File: src/rtl/per_rr_arbiter_if.sv
// Shared peripheral port of the round-robin arbiter: request channel out, in-order response channel in.
// The arbiter connects through the master modport and the peripheral through the slave modport.
interface per_rr_arbiter_if #(
    parameter int unsigned ADDR_WIDTH = 32,
    parameter int unsigned DATA_WIDTH = 32
);
    localparam int unsigned BE_WIDTH = DATA_WIDTH / 8;

    logic                  per_req_o;
    logic [ADDR_WIDTH-1:0] per_add_o;
    logic                  per_we_n_o;
    logic [DATA_WIDTH-1:0] per_wdata_o;
    logic [BE_WIDTH-1:0]   per_be_o;
    logic                  per_gnt_i;
    logic                  per_r_valid_i;
    logic                  per_r_opc_i;
    logic [DATA_WIDTH-1:0] per_r_rdata_i;

    modport master (
        output per_req_o, per_add_o, per_we_n_o, per_wdata_o, per_be_o,
        input  per_gnt_i, per_r_valid_i, per_r_opc_i, per_r_rdata_i
    );

    modport slave (
        input  per_req_o, per_add_o, per_we_n_o, per_wdata_o, per_be_o,
        output per_gnt_i, per_r_valid_i, per_r_opc_i, per_r_rdata_i
    );
endinterface

File: src/rtl/per_rr_arbiter.sv
// Round-robin arbiter sharing one peripheral port among N_MASTERS requesters, with a
// selection lock while ungranted and an outstanding-request FIFO that routes in-order responses.
module per_rr_arbiter #(
    parameter int unsigned N_MASTERS       = 2,
    parameter int unsigned ADDR_WIDTH      = 32,
    parameter int unsigned DATA_WIDTH      = 32,
    parameter int unsigned MAX_OUTSTANDING = 2,
    localparam int unsigned BE_WIDTH       = DATA_WIDTH / 8
) (
    input  logic                            clk_i,
    input  logic                            rst_i,
    input  logic [N_MASTERS-1:0]            m_req_i,
    input  logic [N_MASTERS*ADDR_WIDTH-1:0] m_add_i,
    input  logic [N_MASTERS-1:0]            m_we_n_i,
    input  logic [N_MASTERS*DATA_WIDTH-1:0] m_wdata_i,
    input  logic [N_MASTERS*BE_WIDTH-1:0]   m_be_i,
    output logic [N_MASTERS-1:0]            m_gnt_o,
    output logic [N_MASTERS-1:0]            m_r_valid_o,
    output logic                            m_r_opc_o,
    output logic [DATA_WIDTH-1:0]           m_r_rdata_o,
    per_rr_arbiter_if.master                per_bus,
    output logic                            busy_o,
    output logic                            err_o
);
    localparam int unsigned IDX_W = $clog2(N_MASTERS);
    localparam int unsigned CNT_W = $clog2(MAX_OUTSTANDING + 1);
    localparam int unsigned PTR_W = (MAX_OUTSTANDING > 1) ? $clog2(MAX_OUTSTANDING) : 1;

    typedef enum logic {ST_FREE, ST_LOCKED} lock_state_e;

    lock_state_e      state_q, state_d;
    logic [IDX_W-1:0] lock_idx_q, lock_idx_d;
    logic [IDX_W-1:0] ptr_q, ptr_d;
    logic [IDX_W-1:0] fifo_q [MAX_OUTSTANDING];
    logic [PTR_W-1:0] rd_q, rd_d, wr_q, wr_d;
    logic [CNT_W-1:0] cnt_q, cnt_d;
    logic             err_q, err_d;

    logic [IDX_W-1:0] rr_idx, sel_idx, head_idx;
    logic             rr_found, sel_valid, per_req, hs, pop;

    // Round-robin search: first asserted request at or after ptr_q, wrapping.
    always_comb begin
        int unsigned cand;
        rr_idx   = ptr_q;
        rr_found = 1'b0;
        for (int unsigned i = 0; i < N_MASTERS; i++) begin
            cand = 32'(ptr_q) + i;
            if (cand >= N_MASTERS) cand = cand - N_MASTERS;
            if (!rr_found && m_req_i[cand]) begin
                rr_idx   = IDX_W'(cand);
                rr_found = 1'b1;
            end
        end
    end

    // A locked selection stays presented even if its master drops the request.
    assign sel_idx   = (state_q == ST_LOCKED) ? lock_idx_q : rr_idx;
    assign sel_valid = (state_q == ST_LOCKED) | rr_found;
    assign per_req   = sel_valid && (cnt_q < CNT_W'(MAX_OUTSTANDING));
    assign hs        = per_req & per_bus.per_gnt_i;
    assign pop       = per_bus.per_r_valid_i && (cnt_q != '0);
    assign head_idx  = fifo_q[rd_q];

    assign per_bus.per_req_o   = per_req;
    assign per_bus.per_add_o   = m_add_i[sel_idx*ADDR_WIDTH +: ADDR_WIDTH];
    assign per_bus.per_we_n_o  = m_we_n_i[sel_idx];
    assign per_bus.per_wdata_o = m_wdata_i[sel_idx*DATA_WIDTH +: DATA_WIDTH];
    assign per_bus.per_be_o    = m_be_i[sel_idx*BE_WIDTH +: BE_WIDTH];

    always_comb begin
        m_gnt_o     = '0;
        m_r_valid_o = '0;
        for (int unsigned k = 0; k < N_MASTERS; k++) begin
            m_gnt_o[k]     = hs && (sel_idx == IDX_W'(k));
            m_r_valid_o[k] = pop && (head_idx == IDX_W'(k));
        end
    end

    assign m_r_opc_o   = per_bus.per_r_opc_i;
    assign m_r_rdata_o = per_bus.per_r_rdata_i;
    assign busy_o      = (cnt_q != '0) | per_req;
    assign err_o       = err_q;

    always_comb begin
        state_d    = (per_req && !per_bus.per_gnt_i) ? ST_LOCKED : ST_FREE;
        lock_idx_d = sel_idx;
        ptr_d      = ptr_q;
        wr_d       = wr_q;
        rd_d       = rd_q;
        cnt_d      = cnt_q;
        err_d      = err_q | (per_bus.per_r_valid_i && (cnt_q == '0));
        if (hs) begin
            ptr_d = (sel_idx == IDX_W'(N_MASTERS - 1)) ? '0 : sel_idx + 1'b1;
            wr_d  = (wr_q == PTR_W'(MAX_OUTSTANDING - 1)) ? '0 : wr_q + 1'b1;
        end
        if (pop) begin
            rd_d = (rd_q == PTR_W'(MAX_OUTSTANDING - 1)) ? '0 : rd_q + 1'b1;
        end
        if (hs && !pop) cnt_d = cnt_q + 1'b1;
        else if (pop && !hs) cnt_d = cnt_q - 1'b1;
    end

    always_ff @(posedge clk_i) begin
        if (rst_i) begin
            state_q    <= ST_FREE;
            lock_idx_q <= '0;
            ptr_q      <= '0;
            rd_q       <= '0;
            wr_q       <= '0;
            cnt_q      <= '0;
            err_q      <= 1'b0;
        end else begin
            state_q    <= state_d;
            lock_idx_q <= lock_idx_d;
            ptr_q      <= ptr_d;
            rd_q       <= rd_d;
            wr_q       <= wr_d;
            cnt_q      <= cnt_d;
            err_q      <= err_d;
        end
    end

    // FIFO storage needs no reset; entries are only read while cnt_q is nonzero.
    always_ff @(posedge clk_i) begin
        if (hs) fifo_q[wr_q] <= sel_idx;
    end
endmodule

File: src/flat_wrapper.sv
// flat-port wrapper written by rule: the top's interface ports become plain ports
module per_rr_arbiter_flat 
#(
    parameter int unsigned N_MASTERS       = 2,
    parameter int unsigned ADDR_WIDTH      = 32,
    parameter int unsigned DATA_WIDTH      = 32,
    parameter int unsigned MAX_OUTSTANDING = 2,
    localparam int unsigned BE_WIDTH       = DATA_WIDTH / 8
)
  (clk_i, rst_i, m_req_i, m_add_i, m_we_n_i, m_wdata_i, m_be_i, m_gnt_o, m_r_valid_o, m_r_opc_o, m_r_rdata_o, busy_o, err_o, per_bus_per_req_o, per_bus_per_add_o, per_bus_per_we_n_o, per_bus_per_wdata_o, per_bus_per_be_o, per_bus_per_gnt_i, per_bus_per_r_valid_i, per_bus_per_r_opc_i, per_bus_per_r_rdata_i);
  per_rr_arbiter_if #(.ADDR_WIDTH(ADDR_WIDTH), .DATA_WIDTH(DATA_WIDTH)) per_bus_i ();
  input  logic clk_i;
  input  logic rst_i;
  input  logic [N_MASTERS-1:0] m_req_i;
  input  logic [N_MASTERS*ADDR_WIDTH-1:0] m_add_i;
  input  logic [N_MASTERS-1:0] m_we_n_i;
  input  logic [N_MASTERS*DATA_WIDTH-1:0] m_wdata_i;
  input  logic [N_MASTERS*BE_WIDTH-1:0] m_be_i;
  output logic [N_MASTERS-1:0] m_gnt_o;
  output logic [N_MASTERS-1:0] m_r_valid_o;
  output logic m_r_opc_o;
  output logic [DATA_WIDTH-1:0] m_r_rdata_o;
  output logic busy_o;
  output logic err_o;
  output wire logic [$bits(per_bus_i.per_req_o)-1:0] per_bus_per_req_o;
  output wire logic [$bits(per_bus_i.per_add_o)-1:0] per_bus_per_add_o;
  output wire logic [$bits(per_bus_i.per_we_n_o)-1:0] per_bus_per_we_n_o;
  output wire logic [$bits(per_bus_i.per_wdata_o)-1:0] per_bus_per_wdata_o;
  output wire logic [$bits(per_bus_i.per_be_o)-1:0] per_bus_per_be_o;
  input wire logic [$bits(per_bus_i.per_gnt_i)-1:0] per_bus_per_gnt_i;
  input wire logic [$bits(per_bus_i.per_r_valid_i)-1:0] per_bus_per_r_valid_i;
  input wire logic [$bits(per_bus_i.per_r_opc_i)-1:0] per_bus_per_r_opc_i;
  input wire logic [$bits(per_bus_i.per_r_rdata_i)-1:0] per_bus_per_r_rdata_i;
  assign per_bus_per_req_o = per_bus_i.per_req_o;
  assign per_bus_per_add_o = per_bus_i.per_add_o;
  assign per_bus_per_we_n_o = per_bus_i.per_we_n_o;
  assign per_bus_per_wdata_o = per_bus_i.per_wdata_o;
  assign per_bus_per_be_o = per_bus_i.per_be_o;
  assign per_bus_i.per_gnt_i = per_bus_per_gnt_i;
  assign per_bus_i.per_r_valid_i = per_bus_per_r_valid_i;
  assign per_bus_i.per_r_opc_i = per_bus_per_r_opc_i;
  assign per_bus_i.per_r_rdata_i = per_bus_per_r_rdata_i;
  per_rr_arbiter #(.N_MASTERS(N_MASTERS), .ADDR_WIDTH(ADDR_WIDTH), .DATA_WIDTH(DATA_WIDTH), .MAX_OUTSTANDING(MAX_OUTSTANDING)) u_core (.clk_i(clk_i), .rst_i(rst_i), .m_req_i(m_req_i), .m_add_i(m_add_i), .m_we_n_i(m_we_n_i), .m_wdata_i(m_wdata_i), .m_be_i(m_be_i), .m_gnt_o(m_gnt_o), .m_r_valid_o(m_r_valid_o), .m_r_opc_o(m_r_opc_o), .m_r_rdata_o(m_r_rdata_o), .per_bus(per_bus_i), .busy_o(busy_o), .err_o(err_o));
endmodule
File: config.mk
export PLATFORM = sky130hd
export DESIGN_NAME = per_rr_arbiter_flat
export DESIGN_NICKNAME = d
export VERILOG_FILES = /design/src/rtl/per_rr_arbiter_if.sv /design/src/rtl/per_rr_arbiter.sv /design/src/flat_wrapper.sv
export SDC_FILE = /design/constraint.sdc
export NUM_CORES = 1
export LEC_CHECK = 0
export ABC_AREA = 1
export BUFFER_PORTS_ARGS = -buffer_cell sky130_fd_sc_hd__buf_2
export CORE_AREA = 2 2 109 111
export DETAILED_ROUTE_END_ITERATION = 6
export DIE_AREA = 0 0 111 113
export GPL_TIMING_DRIVEN = 0
export PLACE_DENSITY = 0.6
export SLEW_MARGIN = 20
export SYNTH_ARGS = -nofsm -noshare
export SYNTH_HDL_FRONTEND = slang
export SYNTH_SLANG_ARGS = --single-unit
File: constraint.sdc
create_clock -name clk_i -period 2.1 [get_ports clk_i]
set_input_delay 0.21 -clock clk_i [delete_from_list [all_inputs] [get_ports clk_i]]
set_output_delay 0.21 -clock clk_i [all_outputs]
set_load 0.02 [all_outputs]
==> impl_metrics.yaml, run 1 <==
die:
  die_w_um: 111
  num_rows: 39
  core_sq_um: 11300
  ios: 286
  dieArea_sq_um: 12500
  floorplan.initialDensity: 0.147
  die_y_um: 113
clock_tree:
  clk_pin_slew_ns: 0.04
  clk_latency_ns: 0.24
  postCtsHoldBufs: 0
  clockBufferDepth: 2
  cts_buffers: 3
  cts.htree.levels: 1
  cts.sinks: 11
  ctsResizeCount: 0
  cts_setup_buffers: 0
  cts-root-buf: "clkbuf_16"
  tritoncts: "yes"
power_and_ir_drop:
  p_sw_frac: 0.507
  power.density_nw_per_um2: 726
  p_switching_w: 0.00117
  p_int_w: 0.00114
  leakage_nw: 2.14
  p_seq_frac: 0.132
  power_frac_comb: 0.718
  clock_power_share: 0.151
  ir_drop_uv: 298
placement:
  dp_hpwl_um: 6850
  io_buffers: 252
  place.gp.congestion: 0.749
  dp.cells: 718
synthesis:
  yosys_register_bits: 11
  netlist.area_leader.share: 0.501
  synthCells: 323
  netlist_area_sq_um: 1660
  synthDistinctLibCells: 18
  syn_area_per_cell_sq_um: 5.13
  yosys.area.top_type: "nand2_1"
  synth_fp_nets: 501
  yosysWarnings: 0
  synth_seq_area_share: 0.145
  synth.area.top_cells: "nand2_1, buf_4, dfxtp_1, buf_6, edfxtp_1"
grt:
  grt_pass1_wl_um: 11600
  grt_pass1_vias: 2470
  grt_start_max_net_pins: 12
  gr-total-overflow: 0
  antenna_found_initial: 0
  grt_use_total: 0.114
worst_setup_path:
  reg2reg_depth: 10
  cp-end-kind: "output port"
  cp_max_fo: 10
  start_kind: "flip-flop"
  worstPathArrival_ns: 1.59
  required_ns: 1.89
  critical_path_class: "reg2out"
  timing.rr.end: "u_core.cnt_q[1]"
  r2r_start: "u_core.state_q"
  r2r_slack_ns: 0.50
sta:
  setup-tns-final_ns: 0
  period_needed_ns: 1.80
  worstMarginPinSlew_ns: 0.478
  fin_skew_ns: 0.00103
  whs_ns: 0.170
  hold_viol: 0
  final_max_slew_viol_count: 0
  period_share: 0.855
  fmax_mhz: 557
  rsz0062_at_grt: "no"
  relSlewSlack: 0.679
  finalSetupViolCount: 0
worst_hold_path:
  holdPathStages: 2
  holdPathEnd: "u_core.state_q"
  hp-start: "per_bus_per_gnt_i"
  hp-class: "in2reg"
finish:
  area_growth_pct: 91.7
  layout.nets: 758
  insertedDiodeCount: 0
  stdcell_count: 722
  drive_above_1_share: 0.528
routing:
  drt_wl_total_um: 7950
  drtPass1Iterations: 4
  vias: 2683
  wl_per_cell_um: 11.0
  antenna_left: 0
  drc: 0
  vias_per_cell: 3.72
  dr.first_iter.drc_count: 104
status:
  status: "completed"
job:
  drv_cap: 0
[flip-flops by register name (all words and copies together), names as in the netlist, named ones only]
register	flops
u_core.cnt_q	2
u_core.lock_idx_q	1
u_core.ptr_q	1
u_core.fifo_q	2
u_core.state_q	1
u_core.wr_q	1
u_core.err_o	1
u_core.rd_q	1
[cells in the mapped netlist]
cell type,instances
nor3_1,1
or2_2,1
nor2_1,12
nand2_2,1
dfxtp_1,9
a21oi_1,7
nand4_1,1
nand2_1,221
inv_1,13
o21ai_0,3
ha_1,1
buf_4,40
edfxtp_1,2
o21ai_1,1
nand2_4,1
inv_4,1
buf_6,7
nand3_1,1
[per-stage QoR]
stage | setup WS, ns | util | area [sq um] | total power, W
final | 0.305 | 0.282 | 3180 | 0.00231
after floorplan | 0.662 | - | 1660 | 0.00138
after CTS | 0.252 | 0.282 | 3180 | 0.00234
after detailed placement | 0.502 | 0.275 | 3100 | 0.00199
after global placement | 0.498 | 0.275 | 3100 | 0.00198
after global routing | 0.170 | 0.282 | 3180 | 0.00250
[critical path, stage by stage (launching register included)]
cell and delay [ns]:
dfxtp_1 0.32, inv_1 0.06, a21oi_1 0.15, nand2_2 0.09, nand2_4 0.16, inv_4 0.11
buf_6 0.16, nand2_1 0.05, nand2_1 0.08, buf_2 0.17
[area by class of cell]
class	count	area, sq um
Sequential cell	11	240
Buffer	47	379
Inverter	14	55.1
Timing Repair Buffer	252	1260
Clock buffer	4	78.8
Fill cell	1299	8100
Tap cell	143	179
Multi-Input combinational cell	251	982
[per-layer routing]
layer | vias up | track usage | wire length (um)
li1 | 1443 | - | -
met1 | 1079 | 0.137 | 3240
met2 | 157 | 0.214 | 4040
met3 | 4 | 0.0166 | 606
met4 | 0 | 0.0258 | 65
met5 | - | 0 | 0
[power groups by stage]
stage	logic, W	clock network (W)	registers, W
3_3_place_gp	0.00168	0	0.000306
5_1_grt	0.00183	0.000365	0.000312
2_1_floorplan	0.00107	0	0.000307
6_report	0.00165	0.000347	0.000303
4_1_cts	0.00169	0.000351	0.000304
3_5_place_dp	0.00168	0	0.000307
[worst max-delay path by stage]
stage | start | endpoint | cells past startpoint
floorplan | u_core.state_q | u_core.cnt_q[1] | 10
global placement | m_req_i[0] | per_bus_per_wdata_o[20] | 11
detailed placement | m_req_i[0] | per_bus_per_wdata_o[0] | 11
CTS | u_core.ptr_q | per_bus_per_wdata_o[0] | 9
global route | u_core.ptr_q | per_bus_per_wdata_o[0] | 9
finish | u_core.ptr_q | per_bus_per_wdata_o[10] | 9
[logic make-up after synthesis]
kind of cell	after synthesis	share of synthesized area
compound gates	11	0.0332
buf+inv	61	0.262
flops	11	0.145
fa+ha+maj	1	0.00755
simple gates	239	0.552
[cells in the final DEF (no fill, tap or decap)]
master / n
buf_2: 252
nand2_1: 221
buf_4: 40
inv_1: 13
nor2_1: 12
dfxtp_1: 9
a21oi_1: 7
buf_6: 7
o21ai_0: 3
clkbuf_16: 3
edfxtp_1: 2
nand2_2: 1
nand2_4: 1
inv_4: 1
nand3_1: 1
o21ai_1: 1
nand4_1: 1
nor3_1: 1
or2_2: 1
ha_1: 1
clkbuf_1: 1
Power figures use the tool's default switching activity.
==> inputs of run 2 (changes only) <==
Settings changed: ABC_AREA 1 to unset, CORE_AREA 2 2 109 111 to 2 2 111 113, DIE_AREA 0 0 111 113 to 0 0 113 115.
==> run 2 against run 1 <==
  * The flow now finishes with violations (DRC)
  * Power fell by 1.4%
  * Highest routed layer unchanged
  * Critical endpoint is now per_bus_per_wdata_o[19]
  * Combinational power fell by 2%
  * Largest cell class unchanged
  * Largest power group unchanged
  * Flip-flop and latch count did not move
==> impl_metrics.yaml, run 2 <==
status:
  status: "finished, violations left"
  violations: "DRC"
placement:
  place.gp.congestion: 0.714
  dp_hpwl_um: 6720
  io_buffers: 251
sta:
  period_needed_ns: 1.97
  hold_viol: 0
  relSlewSlack: 0.675
  period_share: 0.937
  fmax_mhz: 508
  finalSetupViolCount: 0
  rsz0062_at_grt: "no"
  final_max_slew_viol_count: 0
  setup-tns-final_ns: 0
  fin_skew_ns: 0.00388
  worstMarginPinSlew_ns: 0.483
die:
  floorplan.initialDensity: 0.155
  num_rows: 40
  dieArea_sq_um: 13000
  die_w_um: 113
  core_sq_um: 11800
  ios: 286
  die_y_um: 115
grt:
  grt_start_max_net_pins: 12
  gr-total-overflow: 0
  grt_pass1_wl_um: 10400
  grt_use_total: 0.0996
  grt_pass1_vias: 2057
  antenna_found_initial: 0
worst_setup_path:
  worstPathArrival_ns: 1.76
  start_kind: "flip-flop"
  cp_max_fo: 10
  critical_path_class: "reg2out"
  crit_start: "u_core.ptr_q"
  r2r_start: "u_core.state_q"
  required_ns: 1.89
  cp-end-kind: "output port"
routing:
  vias: 2124
  drtPass1Iterations: 6
  drt_wl_total_um: 7580
  vias_per_cell: 3.78
  antenna_left: 0
  dr.first_iter.drc_count: 67
  wl_per_cell_um: 13.5
  drc: 20
clock_tree:
  cts_buffers: 3
  clk_pin_slew_ns: 0.04
  cts.htree.levels: 1
  cts_setup_buffers: 0
  clockBufferDepth: 2
  clk_latency_ns: 0.24
  tritoncts: "yes"
  cts-root-buf: "clkbuf_16"
  cts.sinks: 11
  postCtsHoldBufs: 0
synthesis:
  syn_area_per_cell_sq_um: 11.4
  async_reset_ff_frac: 0
  synth_fp_nets: 338
  synth_seq_area_share: 0.131
  yosysWarnings: 0
  synth-edff-count: 2
  synth.area.top_cells: "mux2_4, buf_4, dfxtp_1, buf_6, edfxtp_1"
  yosysMostFrequentCell: "mux2_4"
  synthDistinctLibCells: 25
  synth-main-ff-cell: "dfxtp_1"
  synth_common_cells: "mux2_4, buf_4, dfxtp_1, nor2_1, buf_6"
  synthCells: 160
  netlist.area_leader.share: 0.566
  yosys_register_bits: 11
  yosys.area.top_type: "mux2_4"
  netlist_area_sq_um: 1830
finish:
  final_common_cell: "buf_2"
  layout.nets: 594
  layout_common_cells: "buf_2, mux2_4, buf_4, nor2_1, dfxtp_1"
  drive_above_1_share: 0.882
  area_growth_pct: 83.3
  regArea_sq_um: 240
  insertedDiodeCount: 0
  largestRegisters: "u_core.cnt_q: 2 flops, u_core.fifo_q: 2 flops"
  fillCellCount: 1261
  multi_input_area_sq_um: 1250
worst_hold_path:
  hp-start: "per_bus_per_gnt_i"
  hp-class: "in2reg"
power_and_ir_drop:
  leakage_nw: 1.94
  power.density_nw_per_um2: 677
  ir_drop_uv: 554
  total_power_w: 0.00227
job:
  drv_cap: 0
==> run 2: cell types whose count changed after synthesis, sizes merged, moves of 2 or more <==
cell,previous run,this run
a21oi,7,5
buf,47,40
inv,14,3
mux2,0,69
nand2,223,4
nor2,12,9
nor2b,0,2
o21ai,4,2
xor2,0,3
==> run 2: per-layer routing <==
layer	vias to the layer above	track usage	wire, um
met4	0	0.0154	61
met5	-	0	0
met1	954	0.124	2830
met3	6	0.0174	756
met2	130	0.183	3930
li1	1034	-	-
==> run 2: path summary, 6_finish.rpt <==
path,depth (start not counted),end,slack [ns]
setup / recovery,5,per_bus_per_wdata_o[19],0.13
hold / removal,2,u_core.state_q,0.16
setup reg to reg,6,u_core.cnt_q[1],0.20
hold reg to reg,2,u_core.err_o,0.47
==> run 2: repair_timing <==
item,4_1_cts,5_1_grt
gates resized for setup,0,1
setup endpoints to repair,0,1
hold endpoints to repair,0,0
==> run 2: final cells by class <==
cell class                      count  share of cell area
Clock buffer                        4              0.0235
Timing Repair Buffer              251               0.374
Multi-Input combinational cell    105               0.374
Buffer                             41              0.0985
Tap cell                          147              0.0548
Sequential cell                    11              0.0716
Inverter                            3             0.00336
==> run 2: worst max-delay path, cell delays in order (launching register included) <==
cell	delay, ns
dfxtp_1	0.31
o211ai_2	0.23
nand2_2	0.24
buf_6	0.24
mux2_4	0.31
buf_2	0.18
==> run 2: through the flow <==
step | worst slack (ns) | instances | hold slack (ns) | cell area [sq um] | utilization
2_1_floorplan | 0.374 | 160 | 0.289 | 1830 | -
3_3_place_gp | 0.0866 | 558 | 0.400 | 3270 | 0.277
3_5_place_dp | 0.0409 | 558 | 0.409 | 3270 | 0.277
4_1_cts | 0.0240 | 562 | 0.163 | 3350 | 0.284
5_1_grt | 0.00896 | 562 | 0.164 | 3350 | 0.284
6_report | 0.132 | 562 | 0.163 | 3350 | 0.284
==> run 2: cell families after synthesis <==
kind of cell	count (synthesis)	synth area share
compound gates	8	0.0260
flops	11	0.131
fa+ha+maj	1	0.00683
mux	70	0.571
buf+inv	44	0.187
xor+xnor	4	0.0191
simple gates	22	0.0588
==> run 2: power breakdown <==
| part | leakage [nW] | internal [W] | total (W) | switching [W] |
|---|---|---|---|---|
| Combinational | 1.81 | 0.000787 | 0.00161 | 0.000824 |
| Clock | 0.0382 | 0.000255 | 0.000347 | 0.0000919 |
| Sequential | 0.0933 | 0.000276 | 0.000315 | 0.0000388 |
| Total | 1.94 | 0.00132 | 0.00227 | 0.000955 |
==> inputs of run 3 (changes only) <==
Settings changed: REMOVE_ABC_BUFFERS set to 1.
==> run 3 against run 2 <==
  * Die area unchanged
  * First-iteration DRC count down 21%
  * Clock skew down 0.0035 ns
  * Wire length up 4.1%
  * Power down 4.7%
  * Hold slack worse by 0.017 ns
  * Clock power about the same
  * Register-to-register slack better by 0.03 ns
  * Flip-flop and latch count unchanged
  * The flow still finishes with violations (DRC)
  * Critical path depth down 1
==> impl_metrics.yaml, run 3 (synthesis gave the netlist of run 2 again) <==
status:
  status: "finished, violations left"
  violations: "DRC"
clock_tree:
  clk_pin_slew_ns: 0.04
  tritoncts: "yes"
  clk_latency_ns: 0.24
  cts-root-buf: "clkbuf_16"
  clockBufferDepth: 2
  cts.sinks: 11
  postCtsHoldBufs: 0
  cts.htree.levels: 1
  cts_buffers: 3
sta:
  hold_viol: 0
  final_max_slew_viol_count: 0
  worstMarginPinSlew_ns: 0.621
  relSlewSlack: 0.582
  fin_skew_ns: 0.000343
  finalSetupViolCount: 0
  fmax_mhz: 502
  rsz0062_at_grt: "yes"
  period_needed_ns: 1.99
  period_share: 0.949
worst_hold_path:
  hp-class: "in2reg"
  holdPathStages: 2
  holdPathEnd: "u_core.state_q"
  hp-start: "per_bus_per_gnt_i"
die:
  floorplan.initialDensity: 0.155
  die_w_um: 113
  die_y_um: 115
  num_rows: 40
  ios: 286
  dieArea_sq_um: 13000
  core_sq_um: 11800
worst_setup_path:
  r2r_slack_ns: 0.23
  critical_path_class: "reg2out"
  reg2reg_depth: 6
  slowest_delay_ns: 0.40
  start_kind: "flip-flop"
  cp_cell_sequence: "nand2_2 -> nand2_8 -> mux2_4 -> buf_2"
  timing.rr.end: "u_core.cnt_q[1]"
  critPathSlowestCell: "nand2_8"
  required_ns: 1.89
  r2r_start: "u_core.state_q"
  cp_max_fo: 35
  worstPathArrival_ns: 1.78
  cp-end-kind: "output port"
grt:
  gr-usage-met1: 0.125
  grt_use_total: 0.105
  grt_use_met3: 0.0654
  antenna_found_initial: 0
  grt_start_max_net_pins: 36
  top_usage_layer: "met2"
  met2_usage: 0.167
  gr-total-overflow: 0
  grt_pass1_wl_um: 10300
  grt_pass1_vias: 1845
placement:
  place.gp.congestion: 0.678
  io_buffers: 219
  dp_hpwl_um: 6160
  dp.cells: 485
finish:
  drive_above_1_share: 0.864
  area_growth_pct: 61.7
  largestRegisters: "u_core.cnt_q: 2 flops, u_core.fifo_q: 2 flops"
  fin_util: 0.251
  final_common_cell: "buf_2"
  layout.nets: 525
  insertedDiodeCount: 0
  stdcell_count: 493
  layout_common_cells: "buf_2, mux2_4, nor2_1, dfxtp_1, a21oi_1"
power_and_ir_drop:
  leakage_nw: 1.65
  ir_drop_uv: 236
  power.density_nw_per_um2: 731
routing:
  antenna_left: 0
  drt_wl_total_um: 7890
  vias: 1937
  dr.first_iter.drc_count: 53
  vias_per_cell: 3.93
  drtPass1Iterations: 6
  wl_per_cell_um: 16.0
  drc: 7
job:
  drv_cap: 0
## run 3: how the worst max path moves through the flow
stage,from,end,slack [ns]
finish,u_core.state_q,per_bus_per_wdata_o[9],0.11
global route,u_core.state_q,per_bus_per_wdata_o[9],-0.003
CTS,u_core.state_q,per_bus_per_wdata_o[9],0.1
detailed placement,m_req_i[1],per_bus_per_add_o[26],-0.06
global placement,m_req_i[1],per_bus_per_add_o[26],-0.95
floorplan,m_req_i[1],per_bus_per_add_o[0],-0.37
## run 3: cell type report
class	instances	area (sq um)
flip-flops and latches	11	240
multi-input cells	107	1310
inverters	3	11.3
fillers	1271	8850
clock buffers	4	78.8
repair buffers	221	1140
well taps	147	184
## run 3: power breakdown
group          internal, W  switching [W]  total, W
registers         0.000276      0.0000409  0.000317
clock network     0.000255      0.0000929  0.000348
logic             0.000723       0.000777   0.00150
## run 3: critical path: cells and delay by family (launching register included)
kind,cells,cell delay (ns)
buffers and inverters,1,0.17
DFF,1,0.37
muxes,1,0.33
and+or+nand+nor,2,0.64
## run 3: timing repair
item	CTS	global route
setup endpoints to repair	69	3
pin swaps	2	0
gates resized for setup	3	1
gates cloned	2	0
setup buffers	2	0
## run 3: per-layer routing
metal	share of wire	vias to the layer above	wire length, um
met5	0	-	0
met4	0.0034	0	27
met3	0.14	4	1140
met2	0.46	163	3630
met1	0.39	869	3100
li1	-	901	-
## run 3: stage by stage
| step | hold slack (ns) | power (W) | TNS (ns) | setup WS, ns | area, sq um |
|---|---|---|---|---|---|
| 2_1_floorplan | 0.279 | 0.00134 | -25.99 | -0.371 | 1500 |
| 3_3_place_gp | 0.385 | 0.00179 | -65.11 | -0.948 | 2780 |
| 3_5_place_dp | 0.391 | 0.00176 | -2.27 | -0.0587 | 2790 |
| 4_1_cts | 0.140 | 0.00220 | 0 | 0.0970 | 2960 |
| 5_1_grt | 0.143 | 0.00229 | -0.00516 | -0.00307 | 2960 |
| 6_report | 0.146 | 0.00216 | 0 | 0.106 | 2960 |
